### config.mk
export PLATFORM = sky130hd
export DESIGN_NAME = multicycle_control
export DESIGN_NICKNAME = d
export VERILOG_FILES = /design/src/rtl/multicycle_control.sv
export SDC_FILE = /design/constraint.sdc
export NUM_CORES = 1
export LEC_CHECK = 0
export BUFFER_PORTS_ARGS = -buffer_cell sky130_fd_sc_hd__buf_2
export CAP_MARGIN = 20
export CORE_UTILIZATION = 40
export CTS_BUF_LIST = sky130_fd_sc_hd__clkbuf_2 sky130_fd_sc_hd__clkbuf_4 sky130_fd_sc_hd__clkbuf_8
export CTS_CLUSTER_DIAMETER = 120
export CTS_CLUSTER_SIZE = 24
export DETAILED_ROUTE_END_ITERATION = 8
export PLACE_DENSITY = 0.7
export SYNTH_ARGS = -nofsm -noshare
export SYNTH_HDL_FRONTEND = slang
export SYNTH_SLANG_ARGS = --single-unit
### constraint.sdc
create_clock -name clock -period 4.8 [get_ports clock]
set_input_delay 1.2 -clock clock [delete_from_list [all_inputs] [get_ports clock]]
set_output_delay 1.2 -clock clock [all_outputs]
set_load 0.01 [all_outputs]
### src/rtl/multicycle_control.sv
// Multi-cycle RISC-V control sequencer (FETCH/DECODE/EXECUTE/MEMORY/WRITEBACK) that stalls on memReady, traps on timeout or illegal opcode.
// One state per cycle; irWrite/pcWrite are Mealy on memReady. Define MULTICYCLE_IMM_ALU_EN to decode opcode 0x13 as an immediate ALU op.
module multicycle_control #(
  parameter int TIMEOUT_CYCLES = 8,
  parameter int COUNT_WIDTH    = 16,
  parameter int ALUOP_WIDTH    = 2
) (
  input  logic                   clock,
  input  logic                   resetN,
  input  logic [6:0]             opcode,
  input  logic                   memReady,
  input  logic                   trapClear,
  output logic                   pcWrite,
  output logic                   irWrite,
  output logic                   branch,
  output logic                   memRead,
  output logic                   memWrite,
  output logic                   memToReg,
  output logic                   aluSrc,
  output logic                   regWrite,
  output logic [ALUOP_WIDTH-1:0] aluOp,
  output logic                   illegal,
  output logic                   busError,
  output logic [2:0]             state,
  output logic [COUNT_WIDTH-1:0] retired
);

  typedef enum logic [2:0] {
    S_IDLE      = 3'd0,
    S_FETCH     = 3'd1,
    S_DECODE    = 3'd2,
    S_EXECUTE   = 3'd3,
    S_MEMORY    = 3'd4,
    S_WRITEBACK = 3'd5,
    S_TRAP      = 3'd6
  } state_t;

  typedef enum logic [2:0] {
    C_NONE   = 3'd0,
    C_R      = 3'd1,
    C_LOAD   = 3'd2,
    C_STORE  = 3'd3,
    C_BRANCH = 3'd4,
    C_IMM    = 3'd5
  } class_t;

  localparam int WAIT_W    = (TIMEOUT_CYCLES < 2) ? 1 : $clog2(TIMEOUT_CYCLES + 1);
  localparam int WAIT_LAST = (TIMEOUT_CYCLES > 0) ? TIMEOUT_CYCLES - 1 : 0;
  localparam logic [ALUOP_WIDTH-1:0] ALU_ADD  = ALUOP_WIDTH'(2'b00);
  localparam logic [ALUOP_WIDTH-1:0] ALU_SUB  = ALUOP_WIDTH'(2'b01);
  localparam logic [ALUOP_WIDTH-1:0] ALU_FUNC = ALUOP_WIDTH'(2'b10);

  state_t                   r_state;
  state_t                   w_next;
  class_t                   r_class;
  class_t                   w_class;
  logic [WAIT_W-1:0]        r_wait;
  logic [COUNT_WIDTH-1:0]   r_retired;
  logic                     r_illegal;
  logic                     r_bus_error;
  logic                     w_mem_wait;
  logic                     w_timeout;
  logic                     w_retire;
  logic                     w_set_illegal;
  logic                     w_set_bus;
  logic                     w_clear_flags;

  assign state    = r_state;
  assign retired  = r_retired;
  assign illegal  = r_illegal;
  assign busError = r_bus_error;

  assign w_mem_wait = (r_state == S_FETCH) || (r_state == S_MEMORY);
  // The limit is hit in the cycle whose stall would bring the count up to TIMEOUT_CYCLES.
  assign w_timeout  = (TIMEOUT_CYCLES != 0) && w_mem_wait && !memReady &&
                      (r_wait == WAIT_W'(WAIT_LAST));

  always_comb begin
    w_class = C_NONE;
    case (opcode)
      7'h33:   w_class = C_R;
      7'h03:   w_class = C_LOAD;
      7'h23:   w_class = C_STORE;
      7'h63:   w_class = C_BRANCH;
`ifdef MULTICYCLE_IMM_ALU_EN
      7'h13:   w_class = C_IMM;
`endif
      default: w_class = C_NONE;
    endcase
  end

  always_comb begin
    w_next        = r_state;
    w_retire      = 1'b0;
    w_set_illegal = 1'b0;
    w_set_bus     = 1'b0;
    w_clear_flags = 1'b0;
    pcWrite       = 1'b0;
    irWrite       = 1'b0;
    branch        = 1'b0;
    memRead       = 1'b0;
    memWrite      = 1'b0;
    memToReg      = 1'b0;
    aluSrc        = 1'b0;
    regWrite      = 1'b0;
    aluOp         = ALU_ADD;
    case (r_state)
      S_IDLE: w_next = S_FETCH;
      S_FETCH: begin
        memRead = 1'b1;
        irWrite = memReady;
        pcWrite = memReady;
        if (memReady) begin
          w_next = S_DECODE;
        end else if (w_timeout) begin
          w_next    = S_TRAP;
          w_set_bus = 1'b1;
        end
      end
      S_DECODE: begin
        if (w_class == C_NONE) begin
          w_next        = S_TRAP;
          w_set_illegal = 1'b1;
        end else begin
          w_next = S_EXECUTE;
        end
      end
      S_EXECUTE: begin
        case (r_class)
          C_R: begin
            aluOp  = ALU_FUNC;
            w_next = S_WRITEBACK;
          end
          C_IMM: begin
            aluOp  = ALU_FUNC;
            aluSrc = 1'b1;
            w_next = S_WRITEBACK;
          end
          C_LOAD, C_STORE: begin
            aluSrc = 1'b1;
            w_next = S_MEMORY;
          end
          C_BRANCH: begin
            aluOp    = ALU_SUB;
            branch   = 1'b1;
            w_next   = S_FETCH;
            w_retire = 1'b1;
          end
          default: w_next = S_FETCH;
        endcase
      end
      S_MEMORY: begin
        aluSrc   = 1'b1;
        memRead  = (r_class == C_LOAD);
        memWrite = (r_class == C_STORE);
        if (memReady) begin
          if (r_class == C_LOAD) begin
            w_next = S_WRITEBACK;
          end else begin
            w_next   = S_FETCH;
            w_retire = 1'b1;
          end
        end else if (w_timeout) begin
          w_next    = S_TRAP;
          w_set_bus = 1'b1;
        end
      end
      S_WRITEBACK: begin
        regWrite = 1'b1;
        memToReg = (r_class == C_LOAD);
        w_next   = S_FETCH;
        w_retire = 1'b1;
      end
      S_TRAP: begin
        if (trapClear) begin
          w_next        = S_FETCH;
          w_clear_flags = 1'b1;
        end
      end
      default: w_next = S_IDLE;
    endcase
  end

  always_ff @(posedge clock or negedge resetN) begin
    if (!resetN) begin
      r_state     <= S_IDLE;
      r_class     <= C_NONE;
      r_wait      <= '0;
      r_retired   <= '0;
      r_illegal   <= 1'b0;
      r_bus_error <= 1'b0;
    end else begin
      r_state <= w_next;
      if (r_state == S_DECODE) begin
        r_class <= w_class;
      end
      if ((w_next != r_state) && ((w_next == S_FETCH) || (w_next == S_MEMORY))) begin
        r_wait <= '0;
      end else if (w_mem_wait && !memReady) begin
        r_wait <= r_wait + WAIT_W'(1);
      end
      if (w_retire) begin
        r_retired <= r_retired + COUNT_WIDTH'(1);
      end
      if (w_clear_flags) begin
        r_illegal   <= 1'b0;
        r_bus_error <= 1'b0;
      end else begin
        if (w_set_illegal) r_illegal   <= 1'b1;
        if (w_set_bus)     r_bus_error <= 1'b1;
      end
    end
  end

endmodule

# Yosys cells after proc, flatten, opt, wreduce, memory -nomap -nowiden
# Cells that the tools add are included.
# totals
ff_bits	28
elab_cells	79
# op_classes
addsub	2
eq_ne	19
n_reduce_logical	16
mux	36
# op_table
cell	n
$mux W1	20
$eq A3 B3 Y1 const B	6
$mux W3	6
$pmux W3 S6	1
$add A16 B1 Y16 const B	1
$eq A7 B6 Y1 const B	2
$eq A3 B2 Y1 const B	4
$pmux W3 S4	1
$eq A3 B1 Y1 const B	3
$mux W4	2
$reduce_or A2 Y1	4
$eq A7 B2 Y1 const B	1
$eq A7 B7 Y1 const B	1
$logic_not A3 Y1	2
$pmux W3 S2	1
$reduce_bool A2 Y1	3
$add A4 B1 Y4 const B	1
$eq A4 B3 Y1 const B	1
$pmux W1 S2	2
$pmux W2 S2	1
$logic_and A1 B1 Y1	3
$ne A3 B3 Y1	1
$pmux W1 S3	1
$reduce_or A3 Y1	1
other kinds (3)	4

# Longest topological paths before layout
# Gate-level depths: netlist of the first run.
# depth
word_depth	11
depth_mapped	7
depth_no_buf	6

# Least setup slack after synthesis of the first run
# No wires, ideal clock.
# synth_path
kind	input -> output
startpoint	input memReady
endpoint	output pcWrite
path_slack_ns	1.817
arrival_time_ns	1.783
path_buffers	1
required_time_ns	3.600
stages	3
cell_sequence	inv_1 -> nor3_1 -> buf_4
# synth_via
elab_chain_len	1
# synth_rtl
item	line	text
start: declaration	11	input logic memReady,
$mux W1	--	
end: declaration	13	output logic pcWrite,
# No other way between the ends.

# Final worst setup path of the first run
# layout_path
startpoint	input memReady
endpoint	output pcWrite
# layout_via
elab_chain_len	1
# layout_rtl
item	line	text
$mux W1	107	case (r_state)
# No other way between the ends.

==> summary.md, run 1 <==
| Metric | Value |
|---|---|
| Final worst setup slack | `1.75 ns` |
| CTS HTree Levels | `1` |
| Primary FF master, synth | `dfrtp_1` |
| Slowest stage delay, CP | `0.22 ns` |
| CTS tree | `done` |
| Resized Gates After CTS | `0` |
| Chip Width | `65.8 um` |
| Antenna Cells | `0` |
| Post-layout util | `0.508` |
| Total power | `1.01 mW` |
| Final min period | `3.05 ns` |
| Height of the die | `65.8 um` |
| Clock root buffer | `clkbuf_8` |
| Synth warn | `0` |
| Final Hold Fails | `0` |
| Post-Route Setup TNS | `0 ns` |
| Hold Crit Start | `retired[15]` |
| Worst-Margin Slew | `0.724 ns` |
| Int Power | `578 uW` |
| Post-Route WL | `3.42 mm` |
| Drt pass-1 iters | `4` |
| Worst Path Max Fanout | `6` |
| Synth-to-layout area growth | `17.8%` |
| Placement Rows | `22` |
| Leakage | `0.932 nW` |
| Clk pwr share | `0.189` |
| Power Density | `526 mW/mm^2` |
| Core Footprint | `0.00377 mm^2` |
| Worst-Skew Late Latency | `0.28 ns` |
| Sw frac | `0.427` |
| Die ar. | `0.00433 mm^2` |
| Register share of total power | `0.389` |
| Commonest non-fill, non-tap cell in the layout | `buf_2` |
| Reg clk slew, reported paths | `0.10 ns` |
| Max-slew violation count | `0` |
| Routing usage on met1 | `0.262` |
| Setup violators final | `0` |
| Final Net Count | `224` |
| Routed Antenna Nets | `0` |
| Synthesized net count | `185` |
| Met3 Track Usage GR | `0.0328` |
| Timing startpoint of the critical path | `memReady` |
| HPWL after DPL | `2.51 mm` |
| Worst vdd ir | `0.221 mV` |
| Clk sinks | `28` |
| Slew HR | `0.514` |
| Vias post-DR | `1,397` |
| CTS Buf Count | `3` |
| Busiest metal layer after global routing | `met2` |
| RSZ-0062 raised after global routing | `false` |
| Post-CTS setup buffers | `0` |
| DRC viols | `0` |
| Reg2reg start | `state[1]` |
| Post-Syn Instances | `172` |
| CP most frequent cell | `buf_2` |
| Place WS | `1.75 ns` |
| Max Cap Viol | `0` |
| Worst-path cell chain | `buf_2 -> inv_1 -> nor3_1 -> buf_2` |
| Critical path buffers and inverters | `3` |
| CTS Buffer Depth | `2` |
| Min Hold Slack | `0.492 ns` |
| 1st-iter DRT viols | `100` |
| Hold_buf cts | `0` |
| Fmax | `327 MHz` |
| I/O pins | `42` |
| Slowest CP cell | `nor3_1` |
| Port Buf Inserts | `41` |
| Layout cells sized above 1 | `0.243` |
| Logic pwr share | `0.422` |
| Gp weighted congestion | `0.792` |
| Sequential cell area fraction in the yosys report | `0.431` |
| Starting Density | `0.431` |
| CP endpoint kind | `primary output` |
| FF+latch count, synth | `28` |
| Final Cycle Share | `0.636` |
| Clk_skew | `0.00378 ns` |
| Initial antenna violation count | `0` |
| Hold Crit Class | `reg2reg` |
| Status | `complete, no violations` |
| Aggregate global-route resource usage | `0.183` |
| Mapped Area | `0.00163 mm^2` |
| Ys async rst share | `1.00` |
| Total grt overflow | `0` |
| Synth unique cells | `40` |
| Setup crit start kind | `input port` |
| Syn_area_per_cell | `9.46 um^2` |
| First-pass GRT wire length | `6.00 mm` |
| WP data arrival | `1.85 ns` |
| Vias in the first global route | `1,298` |
| DR vias/cell | `5.41` |
| Setup Crit Path Kind | `in2out` |
| Required @ worst endpoint | `3.60 ns` |
| GR Util met2 | `0.264` |
| EDFF count, synth | `0` |
| Largest net degree at the start of global routing | `29` |
| Psw | `430 uW` |
| DR WL/cell | `13.2 um` |
| Worst reg2reg setup slack | `2.66 ns` |
| Top delay family on crit path | `buffers and inverters` |
| Most frequent cells in the layout | `41 x buf_2, 28 x dfrtp_1, 23 x nand2_1` |
## cell usage after synthesis (4+ instances only)
cell,count,share of area
xor2_1,4,0.022
nor3_1,7,0.022
nand2_1,23,0.053
dfrtp_1,28,0.43
o21ai_0,4,0.012
xnor2_1,15,0.081
a21oi_1,11,0.034
nand3_1,6,0.018
nand4_1,9,0.035
nand2b_1,6,0.023
and3_1,6,0.023
nor2b_1,5,0.019
nor2_1,7,0.016
inv_1,5,0.012
## power groups by stage
stage / Combinational (mW) / Clock, mW / Sequential, mW
after floorplan: 0.349 / 0 / 0.360
after global placement: 0.421 / 0 / 0.395
after detailed placement: 0.427 / 0 / 0.395
after CTS: 0.428 / 0.194 / 0.391
after global routing: 0.480 / 0.208 / 0.407
final: 0.425 / 0.190 / 0.392
## registers in the layout, summed over array words and instances (netlist names)
name and flops:
state 3, retired 16, r_class 3, busError 1, illegal 1, r_wait 4
## path summary, 6_finish.rpt
check                              endpoint  cells after the start
worst max-delay path                pcWrite                      4
worst min-delay path            retired[15]                      1
worst max register to register    r_wait[1]                      5
worst min register to register  retired[15]                      1
max in group asynchronous          busError                      1
min in group asynchronous       retired[11]                      1
## through the flow
stage	cell area, um^2	instances
floorplan	1630	172
global placement	1840	254
detailed placement	1840	254
CTS	1920	258
global route	1920	258
finish	1920	258
## routing by layer
metal  part of all wire  vias up
li1                   -      688
met3              0.035        4
met2               0.45       28
met4              0.010        0
met5                  0        -
met1               0.50      677
## logic make-up (layout without fill, tap and decap cells)
group	after synthesis	in the layout	synth area share
flip-flops	28	28	0.431
buffers and inverters	12	50	0.0408
multiplexers	1	1	0.00692
XOR/XNOR	19	19	0.102
adder cells (fa/ha/maj)	2	2	0.0154
AO/OA/AOI/OAI	30	30	0.134
AND/OR/NAND/NOR	80	80	0.270
## final cells by class
cell class,instances,area (um^2)
Clock buffer,3,41.3
Clock inverter,1,30.0
Fill cell,365,1860
Inverter,5,18.8
Multi-Input combinational cell,132,860
Sequential cell,28,701
Tap cell,48,60.1
Timing Repair Buffer,41,205
(Power assumes the default switching activity.)
==> run 2, diff against run 1 <==
--- a/config.mk
+++ b/config.mk
@@ -12,7 +12,7 @@
 export CTS_CLUSTER_DIAMETER = 120
 export CTS_CLUSTER_SIZE = 24
 export DETAILED_ROUTE_END_ITERATION = 8
-export PLACE_DENSITY = 0.7
+export PLACE_DENSITY = 0.73
 export SYNTH_ARGS = -nofsm -noshare
 export SYNTH_HDL_FRONTEND = slang
 export SYNTH_SLANG_ARGS = --single-unit
==> constraint.sdc (replaced) <==
create_clock -name clock -period 2.5 [get_ports clock]
set_input_delay 0.625 -clock clock [delete_from_list [all_inputs] [get_ports clock]]
set_output_delay 0.625 -clock clock [all_outputs]
set_load 0.01 [all_outputs]
==> summary.md, run 2 (synthesis results as in run 1) <==
| Metric | Value |
|---|---|
| Slowest CP cell | `dfrtp_1` |
| Post-Route WL | `3.37 mm` |
| Worst vdd ir | `0.397 mV` |
| Aggregate global-route resource usage | `0.174` |
| Worst-path cell chain | `nor2b_1 -> and3_1 -> buf_2` |
| Post-Route Setup TNS | `0 ns` |
| Fmax | `437 MHz` |
| Reg clk slew, reported paths | `0.10 ns` |
| Max Cap Viol | `0` |
| Starting Density | `0.431` |
| Slowest stage delay, CP | `0.58 ns` |
| CP endpoint kind | `primary output` |
| Drt pass-1 iters | `4` |
| Chip Width | `65.8 um` |
| Power Density | `1010 mW/mm^2` |
| Clk sinks | `28` |
| CTS Buf Count | `3` |
| Final min period | `2.29 ns` |
| DR WL/cell | `12.9 um` |
| DR vias/cell | `5.25` |
| Seq. cell area | `701 um^2` |
| Required @ worst endpoint | `1.88 ns` |
| Setup crit start kind | `flop` |
| Commonest non-fill, non-tap cell in the layout | `buf_2` |
| RSZ-0062 raised after global routing | `false` |
| Final Net Count | `226` |
| Final Cycle Share | `0.915` |
| Vias post-DR | `1,365` |
| Status | `complete, no violations` |
| Slew HR | `0.601` |
| Hold_buf cts | `0` |
| Fill cell count | `347` |
| CTS tree | `done` |
| Setup violators final | `0` |
| Hold Crit Class | `in2async` |
| CTS HTree Levels | `1` |
| Placement Rows | `22` |
| Core Footprint | `0.00377 mm^2` |
| Worst-Skew Late Latency | `0.27 ns` |
| Resized Gates After CTS | `0` |
| Leakage | `0.942 nW` |
| Post-CTS setup buffers | `0` |
| Gp weighted congestion | `0.854` |
| WP data arrival | `1.66 ns` |
| Layout cells sized above 1 | `0.250` |
| Max reg flops | `16` |
| HPWL after DPL | `2.50 mm` |
| Clock root buffer | `clkbuf_8` |
| CTS Buffer Depth | `2` |
| Place WS | `0.313 ns` |
| Setup Crit Path Kind | `reg2out` |
| Port Buf Inserts | `41` |
| Clk_skew | `0.00258 ns` |
| 1st-iter DRT viols | `93` |
| Worst Path Max Fanout | `13` |
| Routed Antenna Nets | `0` |
| Post-layout util | `0.512` |
| Max-slew violation count | `0` |
| Antenna Cells | `0` |
| Critical path buffers and inverters | `1` |
| Largest net degree at the start of global routing | `29` |
| Die ar. | `0.00433 mm^2` |
| Final Hold Fails | `0` |
| Most frequent cells in the layout | `41 x buf_2, 28 x dfrtp_1, 23 x nand2_1` |
| Worst-Margin Slew | `0.599 ns` |
| Multi-input logic area | `860 um^2` |
| Top delay family on crit path | `simple AND/OR/NAND/NOR gates` |
| Height of the die | `65.8 um` |
| Total grt overflow | `0` |
| First-pass GRT wire length | `5.75 mm` |
| DRC viols | `0` |
| I/O pins | `42` |
| Vias in the first global route | `1,265` |
| Final worst setup slack | `0.213 ns` |
| Initial antenna violation count | `0` |
| Synth-to-layout area growth | `18.7%` |
==> run 2: through the flow <==
stage	total power, mW	hold WS (ns)	cell area, um^2	std cells
6_report	1.95	0.342	1930	260
5_1_grt	2.10	0.379	1930	260
4_1_cts	1.96	0.370	1930	260
3_5_place_dp	1.60	0.464	1860	256
3_3_place_gp	1.59	0.459	1860	256
2_1_floorplan	1.36	0.329	1630	172
==> run 2: metal layers <==
metal,vias up,track usage,share of wire
met2,25,0.273,0.46
li1,696,-,-
met3,4,0.0259,0.037
met1,640,0.241,0.49
met5,-,0,0
met4,0,0.0652,0.010
==> run 2: worst paths after layout <==
check	from	endpoint	slack [ns]	cells after the start
max	state[2]	memToReg	0.21	3
min	resetN	retired[9]	0.34	1
max reg2reg	state[1]	r_wait[0]	0.57	6
min reg2reg	retired[15]	retired[15]	0.48	1
max in group asynchronous	resetN	r_wait[2]	1.77	1
min in group clock	retired[15]	retired[15]	0.48	1
==> run 2: where the power goes <==
| part | switching (mW) | leakage (nW) | internal (mW) |
|---|---|---|---|
| logic | 0.515 | 0.537 | 0.357 |
| clock network | 0.143 | 0.0357 | 0.214 |
| registers | 0.163 | 0.369 | 0.554 |
==> run 2: final cells by class <==
type	instances	area share
repair buffers	43	0.114
inverters	5	0.00972
clock inverters	1	0.0156
well taps	48	0.0311
flip-flops and latches	28	0.363
clock buffers	3	0.0214
multi-input cells	132	0.445
==> run 3, diff against run 2 <==
--- a/config.mk
+++ b/config.mk
@@ -12,7 +12,7 @@
 export CTS_CLUSTER_DIAMETER = 120
 export CTS_CLUSTER_SIZE = 24
 export DETAILED_ROUTE_END_ITERATION = 8
-export PLACE_DENSITY = 0.73
+export PLACE_DENSITY = 0.7
 export SYNTH_ARGS = -nofsm -noshare
 export SYNTH_HDL_FRONTEND = slang
 export SYNTH_SLANG_ARGS = --single-unit
==> constraint.sdc (replaced) <==
create_clock -name clock -period 2.3 [get_ports clock]
set_input_delay 0.575 -clock clock [delete_from_list [all_inputs] [get_ports clock]]
set_output_delay 0.575 -clock clock [all_outputs]
set_load 0.01 [all_outputs]
==> summary.md, run 3 (synthesis results as in run 1) <==
| Metric | Value |
|---|---|
| Post-Route Setup TNS | `0 ns` |
| Worst Path Max Fanout | `13` |
| Reg clk slew, reported paths | `0.10 ns` |
| DRC viols | `0` |
| Hold_buf cts | `0` |
| Port Buf Inserts | `41` |
| Resized Gates After CTS | `0` |
| Required @ worst endpoint | `1.73 ns` |
| Height of the die | `65.8 um` |
| Final worst setup slack | `0.126 ns` |
| Placement Rows | `22` |
| Max Cap Viol | `0` |
| Leakage | `0.949 nW` |
| Clk pwr share | `0.184` |
| Clock root buffer | `clkbuf_8` |
| Vias post-DR | `1,383` |
| Int Power | `1.23 mW` |
| Register share of total power | `0.370` |
| Vias in the first global route | `1,285` |
| Clk sinks | `28` |
| Cell Area, Placed | `0.00187 mm^2` |
| CTS HTree Levels | `1` |
| RSZ-0062 raised after global routing | `false` |
| CTS Buffer Depth | `2` |
| Drt pass-1 iters | `4` |
| DR vias/cell | `5.30` |
| Post-CTS setup buffers | `0` |
| Sw frac | `0.423` |
| HPWL after DPL | `2.63 mm` |
| WP data arrival | `1.60 ns` |
| Setup Crit Path Kind | `reg2out` |
| Slew HR | `0.592` |
| Die ar. | `0.00433 mm^2` |
| Core Footprint | `0.00377 mm^2` |
| Antenna Cells | `0` |
| Layout cells sized above 1 | `0.263` |
| Final Net Count | `227` |
| Commonest non-fill, non-tap cell in the layout | `buf_2` |
| Worst-Skew Late Latency | `0.28 ns` |
| Worst vdd ir | `0.429 mV` |
| Initial antenna violation count | `0` |
| Starting Density | `0.431` |
| Fill cell count | `363` |
| Final min period | `2.17 ns` |
| Largest net degree at the start of global routing | `29` |
| Power Density | `1100 mW/mm^2` |
| Post-Route WL | `3.49 mm` |
| Worst-Margin Slew | `0.612 ns` |
| Final Cycle Share | `0.945` |
| Routed Antenna Nets | `0` |
| Final Instance Area | `0.00194 mm^2` |
| CTS Buf Count | `3` |
| DR WL/cell | `13.4 um` |
| Status | `complete, no violations` |
| Fmax | `460 MHz` |
| Synth-to-layout area growth | `19.5%` |
| I/O pins | `42` |
| Most frequent cells in the layout | `41 x buf_2, 28 x dfrtp_1, 23 x nand2_1` |
| Final Hold Fails | `0` |
| First-pass GRT wire length | `5.91 mm` |
| Aggregate global-route resource usage | `0.180` |
| CTS tree | `done` |
| Place WS | `0.316 ns` |
| 1st-iter DRT viols | `86` |
| CP endpoint kind | `primary output` |
| Psw | `903 uW` |
| Logic pwr share | `0.447` |
| Max reg flops | `16` |
| Chip Width | `65.8 um` |
| Clk_skew | `0.00144 ns` |
| Setup crit start kind | `flop` |
| Total grt overflow | `0` |
| Max-slew violation count | `0` |
| Gp weighted congestion | `0.817` |
| Hold Crit Class | `in2async` |
| Setup violators final | `0` |
| Total power | `2.13 mW` |
-- run 3: changes by cell type in the layout (fill, tap and decap cells not counted), sizes merged --
cell,before,now
buf,43,44
-- run 3: power by group through the flow --
stage,Sequential [mW],Combinational [mW],Clock (mW)
6_report,0.788,0.952,0.392
5_1_grt,0.808,1.06,0.415
4_1_cts,0.782,0.953,0.400
3_5_place_dp,0.793,0.945,0
3_3_place_gp,0.792,0.940,0
2_1_floorplan,0.751,0.727,0
-- run 3: area by class of cell --
| type | instances | area [um^2] | share of cell area |
|---|---|---|---|
| Timing Repair Buffer | 44 | 228 | 0.117 |
| Clock inverter | 1 | 30.0 | 0.0155 |
| Inverter | 5 | 18.8 | 0.00966 |
| Multi-Input combinational cell | 132 | 865 | 0.445 |
| Sequential cell | 28 | 701 | 0.361 |
| Tap cell | 48 | 60.1 | 0.0309 |
| Clock buffer | 3 | 41.3 | 0.0212 |
-- run 3: path summary, 6_finish.rpt --
kind                        startpoint           to  slack, ns  depth (start not counted)
max in group asynchronous       resetN   retired[0]       1.61                          1
hold / removal                  resetN  retired[10]       0.29                          1
hold reg to reg            retired[15]  retired[15]       0.48                          1
min in group clock         retired[15]  retired[15]       0.48                          1
setup / recovery              state[2]     aluOp[1]       0.13                          4
setup reg to reg              state[1]    r_wait[0]       0.34                          5
-- run 3: per-layer routing --
layer	part of all wire	track usage	up-vias
li1	-	-	701
met1	0.50	0.249	658
met2	0.45	0.273	19
met3	0.033	0.0328	5
met4	0.016	0.0788	0
met5	0	0	-
-- run 3: critical path, cell delays in order (launching register included) --
cell and delay [ns]:
dfrtp_1 0.55, nor2b_2 0.24, nand2_1 0.15, nor3b_1 0.23
buf_2 0.16
-- run 3: metrics by stage --
stage / util / cells / hold WS, ns
floorplan: - / 172 / 0.279
global placement: 0.495 / 257 / 0.460
detailed placement: 0.495 / 257 / 0.465
CTS: 0.514 / 261 / 0.311
global route: 0.515 / 261 / 0.340
finish: 0.515 / 261 / 0.292
